File: src/rtl/ccr_sequencer.sv
// Condition-code register with an interrupt save/restore stack and a 3-state sequencer.
// Define CCR_FWD_EN to forward pending IDLE flag updates combinationally onto ccr/chosen_bit.
module ccr_sequencer #(
    parameter int STACK_DEPTH = 4
) (
    input  logic       clk,
    input  logic       reset,
    input  logic       alu_valid,
    input  logic [2:0] alu_flags,
    input  logic       setc,
    input  logic       clrc,
    input  logic       int_req,
    input  logic       rti_req,
    input  logic [2:0] func_code,
    output logic [3:0] ccr,
    output logic       chosen_bit,
    output logic       busy,
    output logic       stack_empty,
    output logic       stack_full,
    output logic       stack_err
);

    localparam int SP_W  = $clog2(STACK_DEPTH + 1);
    localparam int IDX_W = $clog2(STACK_DEPTH);

    typedef enum logic [1:0] {
        IDLE    = 2'd0,
        SAVE    = 2'd1,
        RESTORE = 2'd2
    } state_t;

    state_t          r_state;
    state_t          w_next_state;
    logic [2:0]      r_flags;
    logic [SP_W-1:0] r_sp;
    logic            r_err;
    logic [2:0]      r_stack [0:STACK_DEPTH-1];

    logic [2:0]       w_upd_flags;
    logic [2:0]       w_ccr_flags;
    logic [SP_W-1:0]  w_sp_dec;
    logic [IDX_W-1:0] w_wr_idx;
    logic [IDX_W-1:0] w_rd_idx;
    logic             w_full;
    logic             w_empty;

    assign w_full   = (r_sp == SP_W'(STACK_DEPTH));
    assign w_empty  = (r_sp == '0);
    assign w_sp_dec = r_sp - SP_W'(1);
    assign w_wr_idx = r_sp[IDX_W-1:0];
    assign w_rd_idx = w_sp_dec[IDX_W-1:0];

    // NOTE: sequential state uses non-blocking assignments so every register samples pre-edge values.
    always_ff @(posedge clk or negedge reset) begin
        if (!reset) begin
            r_state <= IDLE;
        end else begin
            r_state <= w_next_state;
        end
    end

    // NOTE: every combinational output gets a default first, so no path can infer a latch.
    always_comb begin
        w_next_state = IDLE;
        case (r_state)
            IDLE: begin
                if (rti_req)      w_next_state = RESTORE;
                else if (int_req) w_next_state = SAVE;
                else              w_next_state = IDLE;
            end
            SAVE:    w_next_state = IDLE;
            RESTORE: w_next_state = IDLE;
            default: w_next_state = IDLE;
        endcase
    end

    always_comb begin
        busy = (r_state != IDLE);
    end

    // Flag update that IDLE would commit at the next edge; clrc beats setc beats alu_valid.
    always_comb begin
        w_upd_flags = r_flags;
        if (r_state == IDLE && !rti_req && !int_req) begin
            if (clrc)           w_upd_flags[2] = 1'b0;
            else if (setc)      w_upd_flags[2] = 1'b1;
            else if (alu_valid) w_upd_flags    = alu_flags;
        end
    end

    always_ff @(posedge clk or negedge reset) begin
        if (!reset) begin
            r_flags <= 3'b000;
            r_sp    <= '0;
            r_err   <= 1'b0;
        end else begin
            case (r_state)
                IDLE: r_flags <= w_upd_flags;
                SAVE: begin
                    r_flags <= 3'b000;
                    if (w_full) r_err <= 1'b1;
                    else        r_sp  <= r_sp + SP_W'(1);
                end
                RESTORE: begin
                    if (w_empty) begin
                        r_err <= 1'b1;
                    end else begin
                        r_sp    <= w_sp_dec;
                        r_flags <= r_stack[w_rd_idx];
                    end
                end
                default: r_flags <= r_flags;
            endcase
        end
    end

    // NOTE: stack storage has no reset; entries above sp are never read, so clearing them buys nothing.
    always_ff @(posedge clk) begin
        if (r_state == SAVE && !w_full) begin
            r_stack[w_wr_idx] <= r_flags;
        end
    end

`ifdef CCR_FWD_EN
    assign w_ccr_flags = w_upd_flags;
`else
    assign w_ccr_flags = r_flags;
`endif

    assign ccr         = {1'b1, w_ccr_flags};
    assign chosen_bit  = func_code[2] ? 1'b1 : ccr[func_code[1:0]];
    assign stack_empty = w_empty;
    assign stack_full  = w_full;
    assign stack_err   = r_err;

endmodule

File: config.mk
export PLATFORM = sky130hd
export DESIGN_NAME = ccr_sequencer
export DESIGN_NICKNAME = d
export VERILOG_FILES = /design/src/rtl/ccr_sequencer.sv
export SDC_FILE = /design/constraint.sdc
export NUM_CORES = 1
export LEC_CHECK = 0
export CORE_MARGIN = 1
export CORE_UTILIZATION = 51
export DETAILED_ROUTE_END_ITERATION = 16
export PLACE_DENSITY = 0.77
export SYNTH_ARGS = -nofsm -noshare
export SYNTH_HDL_FRONTEND = slang
export SYNTH_SLANG_ARGS = --single-unit
File: constraint.sdc
create_clock -name clk -period 2 [get_ports clk]
set_input_delay 0.6 -clock clk [delete_from_list [all_inputs] [get_ports clk]]
set_output_delay 0.6 -clock clk [all_outputs]
set_load 0.1 [all_outputs]
### Word-level counts from Yosys, hierarchy flattened

Memory sizes are Yosys's and may differ from the RTL's.
Cells that the tools add are included.

| cells by class | value |
|---|---|
| equality and inequality tests | 12 |
| order comparisons | 1 |
| shift-type cells | 0 |
| bitwise gates (word level) | 0 |
| muxes and demuxes | 22 |
| add/subtract/negate cells | 2 |
| reductions and logical operators | 15 |
| multiply operators | 0 |
| div/mod/pow operators | 0 |

Operator list:

| cell | count |
|---|---|
| two-way mux 3 bit | 5 |
| inequality test 2 bit, second input constant | 7 |
| two-way mux 1 bit | 9 |
| one-hot mux 3 bit (3 select lines) | 1 |
| two-way mux 2 bit | 4 |
| one-hot mux 3 bit (2 select lines) | 1 |
| AND reduction 3 bit | 2 |
| AND reduction 6 bit | 1 |
| inequality test 4 bit, second input constant | 1 |
| AND reduction 4 bit | 1 |
| nonzero test 2 bit | 2 |
| adder 3 x 1 -> 3 bit, second input constant | 1 |
| equality test 3 bit, second input constant | 1 |
| logical AND 1 bit | 3 |
| logical NOT 1 bit | 3 |
| logical NOT 3 bit | 1 |
| less-than comparator 2 x 3 -> 1 bit, second input constant | 1 |
| nonzero test 3 bit | 1 |
| subtractor 3 x 1 -> 3 bit, second input constant | 1 |
| binary-select mux 1 bit (select 2 bit) | 1 |
| equality test 2 x 1 -> 1 bit, second input constant | 1 |
| equality test 2 bit, second input constant | 1 |
| logical NOT 2 bit | 1 |
| inequality test 2 x 1 -> 1 bit, second input constant | 1 |
| one-hot mux 1 bit (2 select lines) | 1 |

| storage, ports and cells | value |
|---|---|
| memories kept | 1 |
| RAM bits | 12 |
| logic and storage cells | 58 |
| latch bits | 0 |
| memory bits (read-only) | 0 |
| bits in registers | 9 |

Memory list:

| memory | depth | bits a word | rd ports | clocked after Yosys merged registers in | write ports | line | text |
|---|---|---|---|---|---|---|---|
| r_stack | 4 | 3 | 1 | 0 | 1 | 37 | `logic [2:0] r_stack [0:STACK_DEPTH-1];` |

### Depth between registers and ports, before layout

| depth | value |
|---|---|
| depth after elaboration | 5 |
| depth in mapped cells | 8 |
| mapped depth without buffers | 6 |

### Worst setup path before layout

OpenSTA, ideal clock, no wires.

| timing path | value |
|---|---|
| kind | register -> register |
| start point | reg r_sp[0] |
| end point | reg r_flags[1] |
| data required time | 1.874 ns |
| data arrival time | 2.301 ns |
| path slack | -0.427 ns |
| stages on the path, launching flop included | 6 |
| cells stage by stage | dfrtp_1 > inv_1 > ha_1 > nor2b_2 > a211oi_2 > mux2_2 |

| between the ends | value |
|---|---|
| elaborated cells on any way between the ends | 7 |

RTL lines:

| item | line | text |
|---|---|---|
| start, declared | 35 | `logic [SP_W-1:0] r_sp;` |
| start signal, assigned | 102 | `else r_sp <= r_sp + SP_W'(1);` |
| start signal, assigned | 108 | `r_sp <= w_sp_dec;` |
| logical NOT 3 bit | 48 | `assign w_empty = (r_sp == '0);` |
| net stack_empty | 18 | `output logic stack_empty,` |
| inequality test 2 bit (no source line) | - |  |
| AND reduction 6 bit (no source line) | - |  |
| end signal, assigned | 98 | `IDLE: r_flags <= w_upd_flags;` |
| end signal, assigned | 109 | `r_flags <= r_stack[w_rd_idx];` |
| end signal, assigned | 112 | `default: r_flags <= r_flags;` |
| end, declared | 34 | `logic [2:0] r_flags;` |

The timed path passes the listed nets, and every way through them passes these cells. The select of a mux whose other input is x is not followed.
A chain may end at the register's enable or synchronous reset.

### Worst setup path after layout

| timing path | value |
|---|---|
| start point | reg r_flags[0] |
| end point | out chosen_bit |

| between the ends | value |
|---|---|
| longest elaborated chain between the ends | 3 |

RTL lines:

| item | line | text |
|---|---|---|
| binary-select mux 1 bit (select 2 bit) | 131 | `assign chosen_bit = func_code[2] ? 1'b1 : ccr[func_code[1:0]];` |
| two-way mux 1 bit (not written as such) | 131 |  |
| two-way mux 1 bit | 131 |  |
| end, declared | 16 | `output logic chosen_bit,` |

Every way passes these cells. The select of a mux whose other input is x is not followed.

==> results <==
sequential cells by signal (all words and copies together) (netlist names):
register / count
r_flags: 3
r_state: 2
stack_err: 1
r_stack: 12
r_sp: 3
per-layer routing:
layer	vias to the layer above	track usage (%)
li1	447	-
met1	421	30.49
met2	28	41.23
met3	4	1.786
met4	0	5.556
met5	-	0
worst max-delay path by stage:
stage                       endpoint
after floorplan           chosen_bit
after global placement    chosen_bit
after detailed placement  chosen_bit
after CTS                 chosen_bit
after global routing      chosen_bit
final                     chosen_bit
final cells by class:
cell class	instances	area share [%]
tap	28	2.108
timing repair buffer	31	21.76
multi-input combinational	75	36.82
sequential	21	35.62
clock inverter	1	0.3012
clock buffer	3	1.355
inverter	7	2.033
report_power, final:
part	switching, mW	leakage (nW)	total (mW)	internal (mW)
logic	0.776	0.465	1.39	0.610
registers	0.0944	0.214	0.657	0.563
clock network	0.133	0.0177	0.208	0.0746
what timing repair did:
action                     in CTS  in global routing
setup endpoints to repair       4                  4
pin swaps                       1                  0
buffers inserted                3                  1
gates resized for setup         7                  5
stage by stage:
| stage | util (%) | cells | worst slack, ns | power, mW | setup TNS (ns) |
|---|---|---|---|---|---|
| global placement | 70.31 | 158 | -0.4065 | 1.874 | -0.4943 |
| global route | 74.40 | 166 | -0.2297 | 2.367 | -0.2557 |
| floorplan | - | 109 | 0.007023 | 1.510 | 0 |
| detailed placement | 70.31 | 158 | -0.5384 | 1.913 | -0.6853 |
| CTS | 72.94 | 165 | -0.1921 | 2.174 | -0.1921 |
| finish | 74.40 | 166 | -0.1872 | 2.251 | -0.1872 |
logic make-up (layout without fill, tap and decap cells):
| kind of cell | after synthesis | count (layout) | synth area share [%] |
|---|---|---|---|
| flip-flops | 21 | 21 | 47.85 |
| adder cells (fa/ha/maj) | 9 | 9 | 9.203 |
| multiplexers | 11 | 11 | 9.611 |
| buffers and inverters | 13 | 42 | 5.828 |
| other | 1 | 1 | 0.3065 |
| AND/OR/NAND/NOR | 31 | 31 | 13.19 |
| AO/OA/AOI/OAI | 21 | 21 | 12.58 |
| XOR/XNOR | 2 | 2 | 1.432 |
cell usage in the layout (no fill, tap or decap), types with 2 or more instances in the layout:
| master | Yosys | layout |
|---|---|---|
| a211o_1 | 2 | 2 |
| a211oi_2 | 1 | 2 |
| a21oi_1 | 6 | 6 |
| and2_1 | 2 | 2 |
| and3_1 | 3 | 3 |
| buf_12 | 0 | 8 |
| buf_4 | 4 | 11 |
| clkbuf_4 | 0 | 3 |
| clkdlybuf4s50_1 | 0 | 10 |
| clkinvlp_4 | 0 | 2 |
| dfrtp_1 | 9 | 6 |
| dfrtp_2 | 0 | 2 |
| edfxtp_1 | 12 | 12 |
| ha_1 | 9 | 7 |
| ha_4 | 0 | 2 |
| inv_2 | 0 | 4 |
| mux2_2 | 6 | 6 |
| mux2i_1 | 5 | 5 |
| nand2_1 | 4 | 3 |
| nor2_1 | 10 | 10 |
| nor3_1 | 3 | 3 |
| nor3b_1 | 2 | 2 |
| o21ai_0 | 3 | 3 |
worst register-to-register path: cells and delay by family, from the launching register on:
kind / cells / cell delay, ns
DFF: 1 / 0.41
buffers and inverters: 1 / 0.07
muxes: 1 / 0.28
AOI/OAI and AO/OA: 1 / 0.28
adders and majority gates: 1 / 0.36
and+or+nand+nor: 2 / 0.26
==> flow_summary_export.csv <==
group,metric,value,unit
cells_and_area,fin_area,1662,um2
cells_and_area,num-nets-final,161,
yosys,yosysUniqueCellTypes,37,
global_routing,grt_pass1_vias,924,
cts,cts_sinks,21,
sta,rsz0062_at_grt,"true",
worst_hold_path,hp-class,"reg2reg",
placement,io_buffer_count,20,
cts,cts.path.max_buffers,2,
placement,placed_area,1570,um2
yosys,ys_seq_elements,21,
placement,place.gp.congestion,0.8204,
worst_setup_path,r2r_cells,6,
yosys,synthFlopType,"edfxtp_1",
sta,fin_ws,-0.1872,ns
status,failed_checks,"setup timing",
routing,wl_per_cell,16.15,um
routing,viasPerCell,5.422,
routing,drt-total-wl,2.681,mm
yosys,avgSynthCellArea,11.23,um2
status,status,"finished with violations",
power,ir_worst_vdd,0.001008,V
cts,cts_tree,"built",
cells_and_area,num-fill-cells,149,
floorplanning,rows,17,
sta,hold_ws,0.5719,ns
worst_setup_path,max_stage_delay,0.49,ns
worst_setup_path,cp_data_arrival_time,1.59,ns
yosys,synthArstFlopShare,42.86,%
floorplanning,io_pins,22,
worst_setup_path,rr_startpoint,"r_state[0]",
routing,drtIter0Drc,15,
global_routing,grt-ovfl-total,0,
worst_setup_path,critical_path_class,"reg2out",
worst_setup_path,cp_slowest_cell,"dfrtp_4",
cts,cts_buffers,3,
yosys,syn_nets,131,
routing,wl_met1,1.123,mm
routing,top_layer_used,"met4",
placement,dp_hpwl,1.983,mm
cts,cts-hold-fix-buffers,0,
sta,setup_violations,1,
worst_setup_path,worstReg2RegEnd,"r_flags[1]",
cells_and_area,area_growth,35.79,%
sta,fin_crit_sh,109.4,%
worst_setup_path,endpoint_kind,"output port",
worst_setup_path,critPathBufInv,1,
cells_and_area,multi_input_area,611.8,um2
sta,finalCriticalPeriod,2.187,ns
worst_setup_path,critPathLaunchType,"flop",
floorplanning,core,2233,um2
cts,cts_root_buf,"clkbuf_4",
worst_hold_path,hold_end,"stack_err",
global_routing,grt_max_degree,14,
cells_and_area,ff_latch_area,591.8,um2
routing,vias,900,
floorplanning,fp.dieArea,2599,um2
yosys,synthCells,109,
sta,fmaxAchievable,457.2,MHz
routing,wl_met2,1.440,mm
yosys,synth_edf_count,12,
yosys,synthTopCellsByCount,"12 x edfxtp_1, 10 x nor2_1, 9 x dfrtp_1, 9 x ha_1, 7 x inv_1",
global_routing,antenna_found_initial,0,
power,p_leak,0.6965,nW
routing,wl_met3,90,um
cts,htreeDepth,1,
run,maxCapViolCount,0,
cells_and_area,drive_gt1_share,34.06,%
worst_setup_path,critPathMaxFanout,2,
worst_setup_path,cp.required,1.40,ns
cells_and_area,antenna_cells,0,
worst_setup_path,cp_top_family,"flip-flops",
yosys,ys_top_cells_by_area,"edfxtp_1 29%, dfrtp_1 18%, ha_1 9.2%",
worst_setup_path,r2r_setup_slack,0.22,ns
sta,clock_skew,0.01313,ns
worst_setup_path,cp-startpoint,"r_flags[0]",
yosys,yosysTopAreaCell,"edfxtp_1",
worst_hold_path,hold_path.startpoint,"stack_err",
cts,clk_pin_slew,0.11,ns
global_routing,grtUsageTotal,23.19,%
routing,remaining_drc_errors,0,
sta,drv_slew,0,
worst_hold_path,whs_path_depth,1,
cts,clk_latency,0.31,ns
floorplanning,initial_core_util,54.79,%
global_routing,grt_pass1_wl,4.353,mm
floorplanning,die_x,50.99,um
yosys,synth_top_area_share,29.45,%
routing,ant_nets,0,
floorplanning,die_h,50.99,um
yosys,synthMostInstantiatedCell,"edfxtp_1",
power,power.density,1355,nW/um2
yosys,syn-cell-area,1224,um2
routing,first_pass_iters,4,
yosys,yosysWarnings,0,
worst_setup_path,crit_chain,"nor2b_1, a211oi_2, a21oi_1, or2_4, buf_12",
yosys,synth_seq_area_share,47.85,%
worst_setup_path,worst-path-stages,5,
sta,finalHoldViolCount,0,
Note: power is estimated with default switching activity, not from simulation.
